## config.mk

```make
export PLATFORM = sky130hd
export DESIGN_NAME = e203_soc_aon_shell
export DESIGN_NICKNAME = d
export VERILOG_FILES = /design/src/rtl/e203_soc_aon_shell.sv
export SDC_FILE = /design/constraint.sdc
export NUM_CORES = 1
export LEC_CHECK = 0
export CORE_MARGIN = 3
export CORE_UTILIZATION = 47
export DETAILED_ROUTE_END_ITERATION = 6
export GPL_TIMING_DRIVEN = 0
export PLACE_DENSITY_LB_ADDON = 0.08
export SETUP_SLACK_MARGIN = 0.4
export SLEW_MARGIN = 20
export SYNTH_ARGS = -nofsm -noshare
export SYNTH_HDL_FRONTEND = slang
export SYNTH_SLANG_ARGS = --single-unit
```

## constraint.sdc

```tcl
create_clock -name clk -period 3.7 [get_ports clk]
set_input_delay 0.74 -clock clk [delete_from_list [all_inputs] [get_ports clk]]
set_output_delay 0.74 -clock clk [all_outputs]
set_load 0.02 [all_outputs]
```

## src/rtl/e203_soc_aon_shell.sv

```systemverilog
// Always-on / pad-control shell for the E203 SoC.
// Divides clk into the low-frequency clock, synchronizes the external reset,
// sequences PMU sleep/wake, decodes boot/debug straps and owns the GPIO pad
// registers plus the RTC through a simple word-indexed register port.
// Optional build macro GPIO_B_EN: when defined, bank B mirrors bank A;
// otherwise bank B outputs are tied low and its addresses read zero.
module e203_soc_aon_shell #(
  parameter int unsigned LF_DIV_LOG2    = 6,
  parameter logic [31:0] ROM_BOOT_ADDR  = 32'h0000_1000,
  parameter logic [31:0] ITCM_BOOT_ADDR = 32'h8000_0000
) (
  input  logic        clk,
  input  logic        rst_n,
  output logic        lfclk_o,
  output logic        core_rst_n_o,
  input  logic        pmu_dwakeup_n_i,
  output logic        pmu_vddpaden_o,
  output logic        pmu_padrst_o,
  input  logic        bootrom_n_i,
  input  logic [2:0]  dbgmode_n_i,
  output logic [2:0]  dbgmode_o,
  output logic [31:0] reset_vector_o,
  input  logic        reg_wr,
  input  logic [3:0]  reg_addr,
  input  logic [31:0] reg_wdata,
  output logic [31:0] reg_rdata,
  input  logic [31:0] gpioA_i,
  output logic [31:0] gpioA_o,
  output logic [31:0] gpioA_oe,
  input  logic [31:0] gpioB_i,
  output logic [31:0] gpioB_o,
  output logic [31:0] gpioB_oe
);

  typedef enum logic [1:0] {
    StRun   = 2'd0,
    StSleep = 2'd1,
    StWake  = 2'd2
  } pmu_state_e;

  // Counter value on the cycle before the MSB goes high.
  localparam logic [LF_DIV_LOG2-1:0] LfRiseCnt = LF_DIV_LOG2'((1 << (LF_DIV_LOG2 - 1)) - 1);

  logic [LF_DIV_LOG2-1:0] lf_cnt_q;
  logic [1:0]             rst_sync_q;
  pmu_state_e             pmu_state_q;
  logic                   wake_cnt_q;
  logic                   pmu_run_q;
  logic                   vddpaden_q;
  logic [31:0]            a_out_q, a_oe_q, a_in_s1_q, a_in_s2_q;
  logic [31:0]            rtc_q;
  logic                   lf_rise;
  logic                   sleep_req;

  assign lf_rise   = (lf_cnt_q == LfRiseCnt);
  assign sleep_req = reg_wr && (reg_addr == 4'd7) && reg_wdata[0];

  assign lfclk_o        = lf_cnt_q[LF_DIV_LOG2-1];
  assign core_rst_n_o   = rst_sync_q[1] & pmu_run_q;
  assign pmu_padrst_o   = ~core_rst_n_o;
  assign pmu_vddpaden_o = vddpaden_q;
  assign dbgmode_o      = ~dbgmode_n_i;
  assign reset_vector_o = bootrom_n_i ? ITCM_BOOT_ADDR : ROM_BOOT_ADDR;
  assign gpioA_o        = a_out_q;
  assign gpioA_oe       = a_oe_q;

  // Free-running divider; its MSB is the low-frequency clock.
  always_ff @(posedge clk or negedge rst_n) begin
    if (!rst_n) lf_cnt_q <= '0;
    else        lf_cnt_q <= lf_cnt_q + LF_DIV_LOG2'(1);
  end

  // Reset synchronizer: asynchronous assert, release after two clk edges.
  always_ff @(posedge clk or negedge rst_n) begin
    if (!rst_n) rst_sync_q <= 2'b00;
    else        rst_sync_q <= {rst_sync_q[0], 1'b1};
  end

  // PMU sequencer with registered pad-power and core-run controls.
  always_ff @(posedge clk or negedge rst_n) begin
    if (!rst_n) begin
      pmu_state_q <= StRun;
      wake_cnt_q  <= 1'b0;
      pmu_run_q   <= 1'b1;
      vddpaden_q  <= 1'b1;
    end else begin
      unique case (pmu_state_q)
        StRun: begin
          if (sleep_req) begin
            pmu_state_q <= StSleep;
            pmu_run_q   <= 1'b0;
            vddpaden_q  <= 1'b0;
          end
        end
        StSleep: begin
          if (!pmu_dwakeup_n_i) begin
            pmu_state_q <= StWake;
            wake_cnt_q  <= 1'b0;
            vddpaden_q  <= 1'b1;
          end
        end
        StWake: begin
          // Hold the core in reset for two full cycles after power returns.
          if (wake_cnt_q) begin
            pmu_state_q <= StRun;
            pmu_run_q   <= 1'b1;
          end else begin
            wake_cnt_q <= 1'b1;
          end
        end
        default: begin
          pmu_state_q <= StRun;
          pmu_run_q   <= 1'b1;
          vddpaden_q  <= 1'b1;
        end
      endcase
    end
  end

  // GPIO bank A output/enable registers and input synchronizer.
  always_ff @(posedge clk or negedge rst_n) begin
    if (!rst_n) begin
      a_out_q   <= '0;
      a_oe_q    <= '0;
      a_in_s1_q <= '0;
      a_in_s2_q <= '0;
    end else begin
      if (reg_wr && reg_addr == 4'd0) a_out_q <= reg_wdata;
      if (reg_wr && reg_addr == 4'd1) a_oe_q  <= reg_wdata;
      a_in_s1_q <= gpioA_i;
      a_in_s2_q <= a_in_s1_q;
    end
  end

`ifdef GPIO_B_EN
  logic [31:0] b_out_q, b_oe_q, b_in_s1_q, b_in_s2_q;

  assign gpioB_o  = b_out_q;
  assign gpioB_oe = b_oe_q;

  // GPIO bank B, identical to bank A.
  always_ff @(posedge clk or negedge rst_n) begin
    if (!rst_n) begin
      b_out_q   <= '0;
      b_oe_q    <= '0;
      b_in_s1_q <= '0;
      b_in_s2_q <= '0;
    end else begin
      if (reg_wr && reg_addr == 4'd3) b_out_q <= reg_wdata;
      if (reg_wr && reg_addr == 4'd4) b_oe_q  <= reg_wdata;
      b_in_s1_q <= gpioB_i;
      b_in_s2_q <= b_in_s1_q;
    end
  end
`else
  logic unused_gpiob;

  assign gpioB_o     = '0;
  assign gpioB_oe    = '0;
  assign unused_gpiob = ^gpioB_i;
`endif

  // RTC ticks on each lfclk rise; a register write takes priority.
  always_ff @(posedge clk or negedge rst_n) begin
    if (!rst_n)                         rtc_q <= '0;
    else if (reg_wr && reg_addr == 4'd6) rtc_q <= reg_wdata;
    else if (lf_rise)                   rtc_q <= rtc_q + 32'd1;
  end

  // Combinational read mux; unmapped indices return zero.
  always_comb begin
    reg_rdata = '0;
    case (reg_addr)
      4'd0: reg_rdata = a_out_q;
      4'd1: reg_rdata = a_oe_q;
      4'd2: reg_rdata = a_in_s2_q;
`ifdef GPIO_B_EN
      4'd3: reg_rdata = b_out_q;
      4'd4: reg_rdata = b_oe_q;
      4'd5: reg_rdata = b_in_s2_q;
`endif
      4'd6: reg_rdata = rtc_q;
      4'd7: reg_rdata = {29'b0, pmu_state_q, 1'b0};
      default: reg_rdata = '0;
    endcase
  end

endmodule

```

==> impl.org <==
** Global route
- Number of global-route vias before repair :: 5915
- Maximum number of pins on one net before global-route repair :: 88
- GRT Util Overall :: 23.8%
- The first global-routing pass estimated 33.0 mm of wire.
- The number of antenna violations at the first check in global routing was 1.
- Global routing finished with a remaining overflow of 0.

** Placement
- At the placement stage, the worst setup path has a slack of -0.569 ns.
- # port buffers :: 180
- Total cell area at the placement stage :: 10200 sq um
- Number of placed cells counting well taps :: 1150
- Once detailed placement completed, the half-perimeter wirelength came to 15.7 mm.
- Final weighted congestion in routability-driven placement :: 0.878

** Route
- First-pass iteration count of the detailed router :: 6
- The first routing iteration left 521 violations.
- The final route contains 5931 vias.
- Average via count per standard cell :: 5.01
- Antenna Violating Nets Remaining :: 0
- After detailed routing, the number of remaining DRC violations is 0.
- Sum of routed wire length over all layers :: 21.2 mm
- Wire per inst :: 17.9 um

** Layout
- Summing all multi-input logic gate instances after layout gives 2900 sq um.
- Number of cells in the finished layout apart from fillers :: 1184
- Layout-stage area growth over the synthesis result :: 40.2%
- The repair_antennas step left the layout with diodes totalling 0.
- The net count of the finished layout is 1068.
- In the final layout, the share of cells above drive strength 1 is 21.5%.
- Final Cell Area :: 10900 sq um
- Final core occ :: 67.8%
- Fillers :: 1215
- Summing all flip-flop and latch instances after layout gives 4330 sq um.

** Job
- Max-cap violations in this run came to 0.

** STA
- The max-slew violation count came to 0.
- Final clock skew :: 0.0131 ns
- Setup TNS :: 0 ns
- Slack of the critical path :: 0.387 ns
- The worst pin sits at a relative slew slack of 64.3%.
- Setup violations remaining at the end of the flow were counted as 0.
- The final count of hold timing violations is 0.
- Measured slew at the worst slew-check pin :: 0.531 ns
- For this run, the top clock speed supported by timing is 0.302 GHz.
- The tightest hold path in the finished design has a slack of 0.141 ns.
- Unrepaired setup endpoints after global routing :: yes
- Final period utilization :: 89.5%
- For the finished layout, the period the worst path requires is 3.31 ns.

** Floorplanning
- Core Box Area :: 16000 sq um
- Once the floorplan was initialized, standard cells occupied 48.4% of the core.
- Die outline height :: 134 um
- After floorplanning, the core was divided into 46 placement rows.
- Area of the die :: 18000 sq um
- IO Pins :: 307
- Die width :: 134 um

** Clock tree
- Clock H-tree levels :: 4
- The clock passes through at most 2 buffers.
- Clock-pin slew was measured on the worst setup and hold paths at 0.06 ns.
- Insertion delay to the later sink of the worst-skew pair :: 0.43 ns
- TritonCTS clock tree :: yes
- After clock tree synthesis, the flow added hold-fix buffers numbering 0.
- Number of sinks on the clock net :: 173
- Counting the buffers created by CTS gives 17.
- Clock Root Buffer :: sky130_fd_sc_hd__clkbuf_16

** Worst setup path
- At the worst endpoint, the required time is 2.96 ns.
- The kind of cell with the highest combined delay along the critical path is buffers and inverters.
- At the worst endpoint, the arrival time is 2.57 ns.
- Worst Setup End Kind :: primary output
- Flop2flop setup slack :: 1.58 ns
- Crit-path max FO :: 10
- Number of buffers and inverters on the critical path :: 4
- Traced cell by cell, the critical path runs through clkdlybuf4s15_2 -> nor4_4 -> buf_4 -> clkbuf_2 -> a22oi_1 -> nand3_1 -> clkdlybuf4s50_1.
- The setup path with the least slack is of type input pin to primary output.
- CP startpoint kind :: input pin
- Slowest-stage cell, CP :: sky130_fd_sc_hd__clkdlybuf4s50_1
- Largest stage delay on the critical path :: 0.61 ns

** Synthesis
- Yosys printed 0 warnings.
- The most common cell in the synthesized netlist is sky130_fd_sc_hd__dfrtp_1.
- The share of synthesized area in the top cell type comes to 55.3%.
- By count the netlist is led by 171 x sky130_fd_sc_hd__dfrtp_1, 107 x sky130_fd_sc_hd__nand2_1, 100 x sky130_fd_sc_hd__buf_4.
- Averaged over all synthesized cells, the footprint is 11.7 sq um.
- Cell area after synthesis :: 7740 sq um
- Of the synthesized area, sequential elements account for 56.0%.
- The number of different library cells used by synthesis comes to 40.
- Synthesis produced 659 cells.
- The synthesized design contains 173 register bits.
- Async set-reset flop share out of synthesis :: 100%
- Number of flops mapped to enable cells by yosys :: 0
- Top cells by area in the synthesized netlist :: sky130_fd_sc_hd__dfrtp_1 55%, sky130_fd_sc_hd__buf_4 9.7%, sky130_fd_sc_hd__nand2_1 5.2%
- Of all cell types, the one taking the most synthesized area is sky130_fd_sc_hd__dfrtp_1.
- Dominant register cell in the synthesized netlist :: sky130_fd_sc_hd__dfrtp_1

** Power and ir drop
- For this design the ratio of total power to cell area is 506 nW/um^2.
- Overall power consumption :: 5.49 mW
- Worst supply voltage drop on vdd :: 0.305 mV
- In this run the static leakage power is 5.24 nW.

** Status
- Result of the run :: finished, final reports clean

** Worst hold path
- Type of the most critical hold path :: input pin to asynchronous set/reset pin
==> path summary, 6_finish.rpt <==
path | start | endpoint | cells past startpoint
setup / recovery | reg_addr[2] | reg_rdata[2] | 7
hold / removal | rst_n | gpioA_oe[29]$_DFFE_PN0P_ | 1
setup reg to reg | lf_cnt_q[0]$_DFF_PN0_ | rtc_q[31]$_DFFE_PN0P_ | 6
hold reg to reg | a_in_s1_q[23]$_DFF_PN0_ | a_in_s2_q[23]$_DFF_PN0_ | 0
max in group asynchronous | rst_n | gpioA_o[24]$_DFFE_PN0P_ | 3
min in group clk | a_in_s1_q[23]$_DFF_PN0_ | a_in_s2_q[23]$_DFF_PN0_ | 0
==> per-layer routing <==
metal | vias up | global-route usage [%] | wire length (um)
met5 | - | 0 | 13
met4 | 2 | 7.47 | 410
met3 | 32 | 7.28 | 1920
met2 | 288 | 38.7 | 10200
met1 | 2915 | 30.6 | 8700
li1 | 2694 | - | -
==> state kept, by name, indices dropped and copies added, names as in the netlist <==
signal	cells
lf_cnt_q	6
pmu_state_q	2
pmu_run_q	1
a_in_s1_q	32
pmu_vddpaden_o	1
wake_cnt_q	1
a_in_s2_q	32
gpioA_o	32
rtc_q	32
gpioA_oe	32
rst_sync_q	2
==> placed cells by master, fill, tap and decap left out, types with 14 or more instances in the layout <==
cell type	Yosys	final
sky130_fd_sc_hd__buf_4	100	107
sky130_fd_sc_hd__clkbuf_16	0	17
sky130_fd_sc_hd__mux2_1	30	30
sky130_fd_sc_hd__mux2_2	34	34
sky130_fd_sc_hd__conb_1	2	95
sky130_fd_sc_hd__xor2_1	29	29
sky130_fd_sc_hd__nand2_1	107	107
sky130_fd_sc_hd__dlygate4sd2_1	0	22
sky130_fd_sc_hd__a222oi_1	30	30
sky130_fd_sc_hd__dfrtp_1	171	171
sky130_fd_sc_hd__o21ai_0	26	26
sky130_fd_sc_hd__clkdlybuf4s50_1	0	145
sky130_fd_sc_hd__nand4_1	14	14
sky130_fd_sc_hd__nand3_1	16	16
==> layout make-up <==
class,instances,share of cell area (%)
clock buffer,23,4.50
sequential,173,39.9
buffer,122,8.19
clock inverter,6,0.565
timing repair buffer,187,17.3
tap,216,2.49
inverter,10,0.346
multi-input combinational,447,26.7
==> cell families after synthesis <==
family	synth area share [%]
fa+ha+maj	0.323
other cells	0.0970
compound gates	6.73
simple gates	12.1
flops	56.0
xor+xnor	3.96
mux	9.44
buf+inv	11.4
==> what timing repair did <==
action / 4_1_cts / 5_1_grt
resized for setup: 53 / 15
pin swaps: 4 / 1
endpoints found under the setup margin: 32 / 24
cloned: 0 / 0
hold endpoints to repair: 0 / 0
setup buffers: 5 / 0
==> worst register-to-register path, stage by stage (launching register included) <==
cell                       delay [ns]
sky130_fd_sc_hd__dfrtp_1         0.38
sky130_fd_sc_hd__ha_1            0.30
sky130_fd_sc_hd__nand4b_4        0.22
sky130_fd_sc_hd__nor4_4          0.56
sky130_fd_sc_hd__nand4_1         0.27
sky130_fd_sc_hd__xor2_1          0.20
sky130_fd_sc_hd__o21ai_1         0.12
==> report_power, final <==
group          leakage [nW]  internal (mW)  switching, mW
registers              2.06           2.19          0.283
logic                  2.91          0.667          0.685
clock network         0.271          0.985          0.685
Note: power is estimated with default switching activity, not from simulation.
